### config.mk
export PLATFORM = sky130hd
export DESIGN_NAME = insn_encoder
export DESIGN_NICKNAME = d
export VERILOG_FILES = /design/src/rtl/insn_encoder.sv
export SDC_FILE = /design/constraint.sdc
export NUM_CORES = 1
export LEC_CHECK = 0
export CORE_MARGIN = 3
export CORE_UTILIZATION = 52
export CTS_CLUSTER_SIZE = 30
export DETAILED_ROUTE_END_ITERATION = 16
export GPL_TIMING_DRIVEN = 0
export PLACE_DENSITY = 0.81
export RECOVER_POWER = 100
export SETUP_SLACK_MARGIN = 0.02
export SYNTH_ARGS = -nofsm -noshare
export SYNTH_HDL_FRONTEND = slang
export SYNTH_SLANG_ARGS = --single-unit
### constraint.sdc
create_clock -name i_clk -period 7.2 [get_ports i_clk]
set_input_delay 1.44 -clock i_clk [delete_from_list [all_inputs] [get_ports i_clk]]
set_output_delay 1.44 -clock i_clk [all_outputs]
set_load 0.03 [all_outputs]
### src/rtl/insn_encoder.sv
// RV32I instruction encoder: checks decoded fields, packs them into 32-bit words
// and streams them out through a small FIFO with auto-incrementing byte addresses.
module insn_encoder #(
  parameter int unsigned FIFO_DEPTH = 2,
  parameter logic [31:0] BASE_ADDR  = 32'h0000_0000,
  parameter logic [31:0] ADDR_WRAP  = 32'h0000_1000
) (
  input  logic        i_clk,
  input  logic        i_rst_n,
  input  logic        i_valid,
  output logic        o_ready,
  input  logic [5:0]  i_format,
  input  logic [6:0]  i_opcode,
  input  logic [4:0]  i_rd,
  input  logic [4:0]  i_rs1,
  input  logic [4:0]  i_rs2,
  input  logic [2:0]  i_funct3,
  input  logic [6:0]  i_funct7,
  input  logic [31:0] i_imm,
  output logic        o_wr_valid,
  input  logic        i_wr_ready,
  output logic [31:0] o_wr_addr,
  output logic [31:0] o_wr_data,
  output logic        o_err,
  output logic [7:0]  o_err_cnt,
  input  logic        i_clr_err
);

  localparam int unsigned PTR_W       = (FIFO_DEPTH > 1) ? $clog2(FIFO_DEPTH) : 1;
  localparam logic [31:0] WRAP_MASK   = ADDR_WRAP - 32'd1;
  localparam logic [31:0] BASE_REGION = BASE_ADDR & ~WRAP_MASK;
  localparam logic [PTR_W:0] FULL_CNT = (PTR_W+1)'(FIFO_DEPTH);

  logic [31:0]      r_mem_addr [FIFO_DEPTH];
  logic [31:0]      r_mem_data [FIFO_DEPTH];
  logic [PTR_W-1:0] r_rd_ptr;
  logic [PTR_W-1:0] r_wr_ptr;
  logic [PTR_W:0]   r_count;
  logic [31:0]      r_addr;
  logic [31:0]      r_hold_addr;
  logic [31:0]      r_hold_data;
  logic             r_err;
  logic [7:0]       r_err_cnt;

  logic        w_fit12, w_fit13, w_fit21;
  logic        w_onehot, w_op_ok, w_imm_ok, w_legal;
  logic [31:0] w_insn;
  logic        w_full, w_xfer, w_push, w_pop, w_bad;

  assign w_fit12  = (&i_imm[31:11]) | ~(|i_imm[31:11]);
  assign w_fit13  = (&i_imm[31:12]) | ~(|i_imm[31:12]);
  assign w_fit21  = (&i_imm[31:20]) | ~(|i_imm[31:20]);
  assign w_onehot = (i_format != 6'd0) && ((i_format & (i_format - 6'd1)) == 6'd0);

  // Non-one-hot formats fall to the default arm and are rejected there.
  always_comb begin
    w_op_ok  = 1'b0;
    w_imm_ok = 1'b0;
    w_insn   = 32'd0;
    case (i_format)
      6'b000001: begin
        w_op_ok  = (i_opcode == 7'b0110011);
        w_imm_ok = 1'b1;
        w_insn   = {i_funct7, i_rs2, i_rs1, i_funct3, i_rd, i_opcode};
      end
      6'b000010: begin
        w_op_ok  = (i_opcode == 7'b0000011) || (i_opcode == 7'b0010011) ||
                   (i_opcode == 7'b1100111);
        w_imm_ok = w_fit12;
        w_insn   = {i_imm[11:0], i_rs1, i_funct3, i_rd, i_opcode};
      end
      6'b000100: begin
        w_op_ok  = (i_opcode == 7'b0100011);
        w_imm_ok = w_fit12;
        w_insn   = {i_imm[11:5], i_rs2, i_rs1, i_funct3, i_imm[4:0], i_opcode};
      end
      6'b001000: begin
        w_op_ok  = (i_opcode == 7'b1100011);
        w_imm_ok = w_fit13 && !i_imm[0];
        w_insn   = {i_imm[12], i_imm[10:5], i_rs2, i_rs1, i_funct3,
                    i_imm[4:1], i_imm[11], i_opcode};
      end
      6'b010000: begin
        w_op_ok  = (i_opcode == 7'b0110111) || (i_opcode == 7'b0010111);
        w_imm_ok = (i_imm[11:0] == 12'd0);
        w_insn   = {i_imm[31:12], i_rd, i_opcode};
      end
      6'b100000: begin
        w_op_ok  = (i_opcode == 7'b1101111);
        w_imm_ok = w_fit21 && !i_imm[0];
        w_insn   = {i_imm[20], i_imm[10:1], i_imm[11], i_imm[19:12], i_rd, i_opcode};
      end
      default: begin
        w_op_ok  = 1'b0;
        w_imm_ok = 1'b0;
        w_insn   = 32'd0;
      end
    endcase
  end

  assign w_legal = w_onehot && w_op_ok && w_imm_ok;

  // A same-cycle pop does not free a slot, so readiness depends only on occupancy.
  assign w_full  = (r_count == FULL_CNT);
  assign w_xfer  = i_valid && !w_full;
  assign w_push  = w_xfer && w_legal;
  assign w_bad   = w_xfer && !w_legal;
  assign w_pop   = (r_count != '0) && i_wr_ready;

  assign o_ready    = !w_full || !i_rst_n;
  assign o_wr_valid = (r_count != '0);
  assign o_wr_addr  = o_wr_valid ? r_mem_addr[r_rd_ptr] : r_hold_addr;
  assign o_wr_data  = o_wr_valid ? r_mem_data[r_rd_ptr] : r_hold_data;
  assign o_err      = r_err;
  assign o_err_cnt  = r_err_cnt;

  always_ff @(posedge i_clk) begin
    if (i_rst_n && w_push) begin
      r_mem_addr[r_wr_ptr] <= r_addr;
      r_mem_data[r_wr_ptr] <= w_insn;
    end
  end

  always_ff @(posedge i_clk) begin
    if (!i_rst_n) begin
      r_rd_ptr    <= '0;
      r_wr_ptr    <= '0;
      r_count     <= '0;
      r_addr      <= BASE_ADDR;
      r_hold_addr <= BASE_ADDR;
      r_hold_data <= 32'd0;
      r_err       <= 1'b0;
      r_err_cnt   <= 8'd0;
    end else begin
      if (w_push) begin
        r_wr_ptr <= r_wr_ptr + PTR_W'(1);
        r_addr   <= BASE_REGION | ((r_addr + 32'd4) & WRAP_MASK);
      end
      // Remember the departing word so the outputs hold it once the FIFO empties.
      if (w_pop) begin
        r_rd_ptr    <= r_rd_ptr + PTR_W'(1);
        r_hold_addr <= o_wr_addr;
        r_hold_data <= o_wr_data;
      end
      case ({w_push, w_pop})
        2'b10:   r_count <= r_count + (PTR_W+1)'(1);
        2'b01:   r_count <= r_count - (PTR_W+1)'(1);
        default: r_count <= r_count;
      endcase
      if (i_clr_err) begin
        r_err     <= 1'b0;
        r_err_cnt <= 8'd0;
      end else if (w_bad) begin
        r_err <= 1'b1;
        if (r_err_cnt != 8'hFF) r_err_cnt <= r_err_cnt + 8'd1;
      end
    end
  end

endmodule

==> results.ini <==
[yosys]
syn_avg_cell_area_um2=10.70
synth_common_cells=99 x nor2_1, 88 x dfxtp_1, 84 x edfxtp_1, 56 x a21oi_1, 43 x a211oi_1
post-synth-top-area-cell=edfxtp_1
ys_seq_area_share_pct=57.18
yosys_most_used_dff=dfxtp_1
synth_most_common_cell=nor2_1
synth_top_cell_area_share_pct=33.67
ys_async_sr_fraction_pct=0
syn_nets=780
synth-edff-count=84
syn_inst=700
ys_warn_count=0
syn_area_um2=7492
synth_area_leaders=edfxtp_1 34%, dfxtp_1 24%, mux2i_1 5.6%
synthDistinctLibCells=45
synth-seq-cells=172

[sta]
fin_crit_sh_pct=84.32
tightestPinTransition_ns=1.110
finalCriticalPeriod_ns=6.071
hold_violations=0
rsz0062_at_grt=false
setup_viol=0
finalMaxSlewViolations=0
finClkSkew_ns=0.005285
maxSlewHeadroom_pct=25.84
max_freq_ghz=0.1647

[floorplan]
io_pins=150
coreArea_um2=13990
rows=43
die-area_um2=15880
die_h_um=126.0
initial_utilization_pct=53.56
die_x_um=126.0

[critical_path]
crit_path_end_kind=register
worstPathCellList=dlygate4sd3_1 -> or4_1 -> nor3b_1 -> a41oi_1 -> o32ai_2 -> o211ai_1 -> clkbuf_1 -> nor3_2 -> clkbuf_1 -> clkbuf_1
crit_start=i_format[5]
cp.required_ns=7.26
critPathLaunchType=input pin
crit_family=simple AND/OR/NAND/NOR gates
reg2regPathDepth=7
r2r_setup_slack_ns=3.94
cpMaxStageDelayCell=nor3b_1
worst_ep_arrival_time_ns=6.13
path_buf_inv=4
critPathKind=in -> reg
r2r_start=r_count[0]$_SDFFE_PN0P_
cp.depth=10
reg2reg_to=r_mem_addr[1][3]$_DFFE_PP_
cp-endpoint=r_mem_addr[1][3]$_DFFE_PP_
crit_fanout=10
cpPeakStageDelay_ns=0.92
crit_top_cell=clkbuf_1

[flow_run]
maxCapViolCount=0

[clock_network]
h-tree-depth=4
cts_resized=0
cts_buffer_depth=2
clockRootBuffer=clkbuf_16
cts_setup_buffers=0
hold_buffers=0
cts_tree=built
clkTransAtPathRegs_ns=0.06
clock_sinks=172
cts_inserted_buffers=17
insertion_delay_ns=0.42

[placed_design]
dp_hpwl_mm=14.65
io_buffers=149
place_congestion=0.8910
place_inst=1036

[power_and_ir_drop]
p_leak_uw=0.003637
ir_drop_mv=0.1461
power.density_nw_per_um2=214.3
total_power_uw=2127

[detailed_routing]
drt_wl_total_mm=19.66
wl_per_cell_um=18.41
drtPass1Iterations=7
drc=0
m1WireLength_mm=8.265
wl_met3_mm=1.439
ant_nets=0
routed.top_layer=met4
drt-initial-drc-count=518
wl_met2_mm=9.621
dr_total_vias=6273
drt-vias-per-instance=5.874

[finish]
num-fill-cells=975
drive_gt1_share_pct=5.293
diodes=0
fin_nets=955
syn_to_final_growth_pct=32.45
final_cells=1068

[global_route]
grt_max_degree=17
grt_pass1_wl_mm=31.57
groute.usage.overall_pct=24.98
grt-ovfl-total=0
antenna_found_initial=0
grt_pass1_vias=6325

[status]
status=complete, no violations

[worst_hold_path]
worstHoldPathType=reg -> reg
hold_depth=1

==> registers in the layout, indices dropped and copies added (netlist names), named ones only <==
name         flops
r_mem_data      64
r_hold_addr     32
r_hold_data     32
r_mem_addr      20
r_addr          10
o_err_cnt        8
r_count          2
o_err            1
r_rd_ptr         1
r_wr_ptr         1
==> cell usage in the layout (no fill, tap or decap), types with 8 or more instances in the layout <==
cell type,synthesis,final
buf_1,16,9
dfxtp_1,88,88
a222oi_1,12,12
nand4_1,9,9
mux2i_1,42,42
clkbuf_16,0,19
a22o_1,14,14
inv_1,20,21
nand2_1,12,12
a211oi_1,43,43
nor3_1,10,8
nor4_1,8,8
or3_1,8,8
a21oi_1,56,56
and2_1,30,25
edfxtp_1,84,84
o21a_1,10,10
or4_1,7,8
clkbuf_1,29,43
clkdlybuf4s50_1,0,75
o21ai_0,9,9
nor2_1,99,99
dlygate4sd3_1,0,74
and3_1,29,29
nand3_1,10,10
==> cells by family after synthesis <==
family          Yosys count  synth area share (%)
simple gates            242                 17.03
flops                   172                 57.18
compound gates          164                 15.13
buf+inv                  69                 3.507
mux                      42                 5.611
xor+xnor                  6                0.7015
fa+ha+maj                 5                0.8350
==> power breakdown <==
group / switching [uW] / internal, uW
Combinational: 44.7 / 49.1
Sequential: 0.753 / 1020
Clock: 358 / 653
==> per-stage QoR <==
step	TNS (ns)	setup slack [ns]	hold slack (ns)	instance area [um2]	util, %
3_3_place_gp	-138.17	-1.647	0.4495	9209	65.83
6_report	0	1.129	0.4687	9923	70.94
5_1_grt	0	0.8401	0.4886	9923	70.94
2_1_floorplan	0	0.4892	0.4237	7492	-
3_5_place_dp	0	1.497	0.4583	9301	66.49
4_1_cts	0	1.942	0.4785	9968	71.26
==> layer usage <==
layer	GRT usage [%]	up-vias
li1	-	2959
met4	9.148	0
met2	41.25	325
met5	0	-
met3	5.640	31
met1	32.43	2958
==> worst min path at each step <==
stage | from | end
after floorplan | r_addr[4]$_SDFFE_PN0P_ | r_mem_addr[0][4]$_DFFE_PP_
final | o_err$_SDFFE_PP0P_ | o_err$_SDFFE_PP0P_
after global placement | o_err$_SDFFE_PP0P_ | o_err$_SDFFE_PP0P_
after global routing | r_hold_addr[12]$_SDFFE_PN0P_ | r_hold_addr[12]$_SDFFE_PN0P_
after CTS | r_hold_addr[26]$_SDFFE_PN0P_ | r_hold_addr[26]$_SDFFE_PN0P_
after detailed placement | r_hold_addr[26]$_SDFFE_PN0P_ | r_hold_addr[26]$_SDFFE_PN0P_
==> final cells by class <==
| class | instances | area (um2) | share of cell area (%) |
|---|---|---|---|
| sequential | 172 | 4284 | 43.17 |
| multi-input combinational | 459 | 2940 | 29.63 |
| timing repair buffer | 156 | 1548 | 15.60 |
| clock buffer | 20 | 479.2 | 4.829 |
| tap | 180 | 225.2 | 2.270 |
| clock inverter | 12 | 187.7 | 1.891 |
| buffer | 48 | 180.2 | 1.816 |
| inverter | 21 | 78.83 | 0.7944 |
No activity file was read; power rests on OpenSTA's default activity.
==> patch 1, RTL diff (same flow settings) <==
Change the parameter `FIFO_DEPTH` from 2 to 4.
--- a/src/rtl/insn_encoder.sv
+++ b/src/rtl/insn_encoder.sv
@@ -1,7 +1,7 @@
 // RV32I instruction encoder: checks decoded fields, packs them into 32-bit words
 // and streams them out through a small FIFO with auto-incrementing byte addresses.
 module insn_encoder #(
-  parameter int unsigned FIFO_DEPTH = 2,
+  parameter int unsigned FIFO_DEPTH = 4,
   parameter logic [31:0] BASE_ADDR  = 32'h0000_0000,
   parameter logic [31:0] ADDR_WRAP  = 32'h0000_1000
 ) (
Behaviour: not the same (Yosys sat finds a counterexample within 4 cycles, from zero or initial values and one cycle with i_rst_n low).
==> patch 1 against the unedited design <==
Worst setup slack better by 1.0 ns; sequential cell count is 88 higher; synthesized area is 49% higher; via count is 25% higher; synthesized cell count is 31% higher; fmax is 20% higher; sequential share of layout area is 6.5 points higher; critical path depth is 1 higher; power is 38% higher; die area is 47% higher; highest routed layer unchanged; routed wire length is 34% higher; design area is 40% higher; critical endpoint is now r_mem_data[3][22].
==> patch 1: results (changes against the unedited design) <==
[outcome]
status=finished, final reports clean

[yosys]
synthAdderAreaFrac_pct=1.188  ; +0.35 points
synthTopCellsByArea=edfxtp_1, dfxtp_1, mux4_2
synthMuxAreaShare_pct=8.828  ; +3.2 points
synth_edf_count=168  ; +100%
synth_compound_area_share_pct=8.302  ; -6.8 points
synth_xor_area_share_pct=0.5490  ; -0.15 points
seq_area_frac_synth_pct=61.66  ; +4.5 points
synthesis.nets=1000  ; +28%
synthTopCellsByCount=nand2_1, edfxtp_1, dfxtp_1, clkbuf_1, a21boi_0
synth-async-reset-ratio_pct=0  ; unchanged
ys_types=60  ; +33%

[critical_path]
cp_slowest_stage_delay_ns=1.02  ; +0.10 ns
r2r_setup_slack_ns=4.15  ; +0.21 ns
reg2reg_to=r_count[2]
critical_path.endpoint=r_mem_data[3][22]
cp_max_fo=22  ; +12
cp.arrival_ns=5.28  ; -0.85 ns
r2r_cells=11  ; +4
crit_path_start=i_format[3]
critPathSlowestCell=and3_1
r2r_start=r_count[2]

[timing]
max_freq_mhz=197.2  ; +20%
worstMarginPinSlew_ns=1.259  ; +0.1493 ns
skew_ns=0.01018  ; +0.004899 ns

[drt]
dr_wl_met2_um=13170  ; +37%
viasPerCell=5.695  ; -3.0%
wl_um=26410  ; +34%
highest_layer=met4
wl_met1_um=10790  ; +31%
drtPass1Iterations=5  ; -2
drt_iter0_markers=665  ; +28%
wl_met3_um=1847  ; +28%

[place]
io_buffers=148  ; -0.67%
place_area_um2=13080  ; +41%
dp_slack_ns=2.052  ; +0.5545 ns
gp_congestion=0.9570  ; +7.4%
hpwl_um=18500  ; +26%

[pwr]
total_power_mw=2.925  ; +38%
vdd_drop_max_mv=0.1282  ; -12%
power.leakage_nw=5.128  ; +41%
netSwitchingPower_mw=0.5728  ; +42%
clock_power_share_pct=42.7  ; -4.9 points
power_frac_seq_pct=53.9  ; +5.9 points

[layout]
fill_cells=1476  ; +51%
drive_gt1_share_pct=8.813  ; +3.5 points
top_regs=r_mem_data (128), r_mem_addr (40)
diodes=0  ; unchanged
nets=1179  ; +23%

[cts]
insertion_delay_ns=0.51  ; +0.09 ns
clk_pin_slew_ns=0.06  ; about the same
cts_max_path_buffers=3  ; +1
cts_buffers=25  ; +8
htreeDepth=1  ; -3

[grt]
grt_pass1_wl_um=42190  ; +34%
grt_max_degree=33  ; +16
grtUsageTotal_pct=22.41  ; -2.6 points

[hold_path]
hold_depth=2  ; +1
hold_path_class=reg -> reg

-- patch 1: cell types whose count changed after synthesis, sizes merged, moves of 6 or more --
cell    unedited run  this run
nand2             12       240
nor2              99        14
edfxtp            84       168
a21oi             56         5
a21boi             1        50
a211oi            43         1
mux4               0        42
mux2i             42         4
clkbuf            29        48
buf               19         7
and2              30        39
nor2b              0         6
or4                9         3
-- patch 1: layout make-up --
cell class                      count  area (µm²)  area share, %
Sequential cell                   260        6887          49.72
Multi-Input combinational cell    577        3974          28.69
Timing Repair Buffer              152        1569          11.33
Clock buffer                       35       713.2          5.149
Tap cell                          270       337.8          2.439
Buffer                             55       206.4          1.490
Inverter                           23       86.33         0.6233
Clock inverter                     10       78.83         0.5691
-- patch 1: worst min path at each step --
| stage | slack (ns) | start | endpoint |
|---|---|---|---|
| global route | 0.48 | r_hold_addr[29] | r_hold_addr[29] |
| detailed placement | 0.46 | r_hold_addr[10] | r_hold_addr[10] |
| global placement | 0.45 | r_hold_addr[11] | r_hold_addr[11] |
| finish | 0.46 | r_hold_addr[10] | r_hold_addr[10] |
| floorplan | 0.44 | r_hold_addr[10] | r_hold_addr[10] |
| CTS | 0.46 | r_hold_addr[10] | r_hold_addr[10] |
-- patch 1: routing by layer --
layer	vias to the layer above	global-route usage, %
li1	3683	-
met1	3788	29.27
met2	345	39.14
met3	55	3.863
met4	0	6.025
met5	-	0
-- patch 1: through the flow --
step / utilization, % / hold WS (ns) / std cells
final: 66.95 / 0.4624 / 1382
after global routing: 66.95 / 0.4829 / 1382
after CTS: 67.05 / 0.4647 / 1382
after detailed placement: 63.22 / 0.4565 / 1337
after global placement: 62.77 / 0.4496 / 1333
after floorplan: - / 0.4437 / 915
==> patch 2, RTL diff (config.mk and constraints unchanged) <==
Without the edit above. Put one more register stage on the output `o_err`, cleared by the reset. The value now appears one clock later. The other outputs are not delayed to match.
--- a/src/rtl/insn_encoder.sv
+++ b/src/rtl/insn_encoder.sv
@@ -111,7 +111,13 @@
   assign o_wr_valid = (r_count != '0);
   assign o_wr_addr  = o_wr_valid ? r_mem_addr[r_rd_ptr] : r_hold_addr;
   assign o_wr_data  = o_wr_valid ? r_mem_data[r_rd_ptr] : r_hold_data;
-  assign o_err      = r_err;
+  always_ff @(posedge i_clk) begin
+    if (!i_rst_n) begin
+      o_err <= '0;
+    end else begin
+      o_err <= r_err;
+    end
+  end
   assign o_err_cnt  = r_err_cnt;
 
   always_ff @(posedge i_clk) begin
Behaviour: not the same (a bounded check fails within 4 cycles, from zero or initial values and one cycle with i_rst_n low).
==> patch 2 against the unedited design <==
Sequential cell count up 1; synthesized area increased by 0.35%; register-to-register slack got worse by 0.02 ns; combinational power up 1%; worst setup slack gained 0.17 ns; design area decreased by 0.59%; routed wire length is 2.7% higher; power fell by 6.1%.
==> patch 2: results (changes against the unedited design) <==
[outcome]
status=finished, final reports clean

[yosys]
synthesis.nets=782  ; +0.26%
ys.flop_type=dfxtp_1
seq_area_frac_synth_pct=57.25  ; +0.066 points
synthTopCellsByArea=edfxtp_1, dfxtp_1, mux2i_1
synth_edf_count=84  ; unchanged
synth_seq_cells=173  ; +0.58%
synth-async-reset-ratio_pct=0  ; unchanged
synthTopCellsByCount=nor2_1, dfxtp_1, edfxtp_1, a21oi_1, a211oi_1
ys_types=45  ; unchanged

[cts]
clk_pin_slew_ns=0.06  ; about the same
htreeDepth=4  ; unchanged
insertion_delay_ns=0.43
cts_buffers=17  ; unchanged
cts_resized=0  ; unchanged
cts_max_path_buffers=2  ; unchanged
postCtsSetupRepairBufs=0  ; unchanged

[drt]
drtPass1Iterations=5  ; -2
viasPerCell=5.838  ; -0.60%
wl_per_cell_um=18.85  ; +2.4%
drt_iter0_markers=438  ; -15%

[critical_path]
critPathSlowestCell=nor3b_1
r2r_setup_slack_ns=3.92  ; -0.02 ns
r2r_cells=6  ; -1
cp.arrival_ns=5.95  ; -0.18 ns
cp_max_fo=12  ; +2
cp_slowest_stage_delay_ns=0.80  ; -0.12 ns

[layout]
diodes=0  ; unchanged
top_regs=r_mem_data (64), r_hold_addr (32), r_hold_data (32)
drive_gt1_share_pct=5.163  ; -0.13 points
nets=958  ; +0.31%

[timing]
max_slew_margin_pct=36.86  ; +11 points
skew_ns=0.006455  ; +0.001170 ns

[hold_path]
hold_path_class=reg -> reg
hold_depth=1  ; unchanged

[pwr]
p_sw_share_pct=20.39  ; +1.4 points
power.leakage_nw=3.598  ; -1.1%
vdd_drop_max_mv=0.1846  ; +26%

[place]
hpwl_um=15210  ; +3.8%
gp_congestion=0.9191  ; +3.2%
place_area_um2=9335  ; +0.36%
io_buffers=149  ; unchanged

[grt]
grt_pass1_vias=6307  ; -0.28%
antenna_found_initial=0  ; unchanged
grt_max_degree=17  ; unchanged
grt_pass1_wl_um=32200  ; +2.0%
grtUsageTotal_pct=25.55  ; +0.57 points

==> patch 2: cell types whose count changed after synthesis, sizes merged <==
| cell | before | now |
|---|---|---|
| and2 | 30 | 31 |
| buf | 19 | 17 |
| clkbuf | 29 | 31 |
| dfxtp | 88 | 89 |
==> patch 2: cell type report <==
type / instances / area, µm²
repair buffers: 157 / 1567
clock buffers: 22 / 486.7
plain buffers: 48 / 180.2
clock inverters: 10 / 86.33
multi-input cells: 460 / 2937
well taps: 180 / 225.2
inverters: 21 / 78.83
flip-flops and latches: 173 / 4304
fillers: 983 / 4124
==> patch 2: worst paths after layout <==
| kind | endpoint | start |
|---|---|---|
| hold / removal | o_err | r_err |
| setup reg to reg | r_mem_data[0][8] | r_count[0] |
| hold reg to reg | o_err | r_err |
| setup / recovery | r_mem_data[0][8] | i_format[5] |
==> patch 2: layer usage <==
layer	global-route usage, %	vias up	part of all wire, %
met3	7.803	41	7.6
met1	31.90	2981	41
met4	9.022	0	2.3
li1	-	2960	-
met2	42.28	271	49
met5	0	-	0
==> patch 2: cells by family (layout without fill, tap and decap cells) <==
family	Yosys count	in the layout	share of synthesized area, %
buffers and inverters	69	258	3.495
AND/OR/NAND/NOR	243	243	17.06
adder cells (fa/ha/maj)	5	5	0.8321
AO/OA/AOI/OAI	164	164	15.08
multiplexers	42	42	5.592
flip-flops	173	173	57.25
XOR/XNOR	6	6	0.6991
==> patch 2: power by group through the flow <==
| stage | clock, mW | sequential (mW) | combinational [mW] |
|---|---|---|---|
| 4_1_cts | 0.881 | 1.03 | 0.0950 |
| 6_report | 0.875 | 1.03 | 0.0950 |
| 3_3_place_gp | 0 | 1.05 | 0.0935 |
| 5_1_grt | 0.922 | 1.03 | 0.101 |
| 2_1_floorplan | 0 | 1.05 | 0.0289 |
| 3_5_place_dp | 0 | 1.05 | 0.0948 |
==> patch 2: stage by stage <==
step / hold WS [ns] / setup WS [ns] / std cells
6_report: 0.4577 / 1.300 / 1071
4_1_cts: 0.4571 / 2.018 / 1071
5_1_grt: 0.4689 / 0.9968 / 1071
2_1_floorplan: 0.4237 / 0.4892 / 702
3_3_place_gp: 0.4420 / -1.669 / 1031
3_5_place_dp: 0.4426 / 1.594 / 1039
==> patch 2: worst max-delay path, delay by kind of cell <==
kind	cells	cell delay, ns
simple gates	4	2.28
buf+inv	3	1.59
compound gates	2	0.63
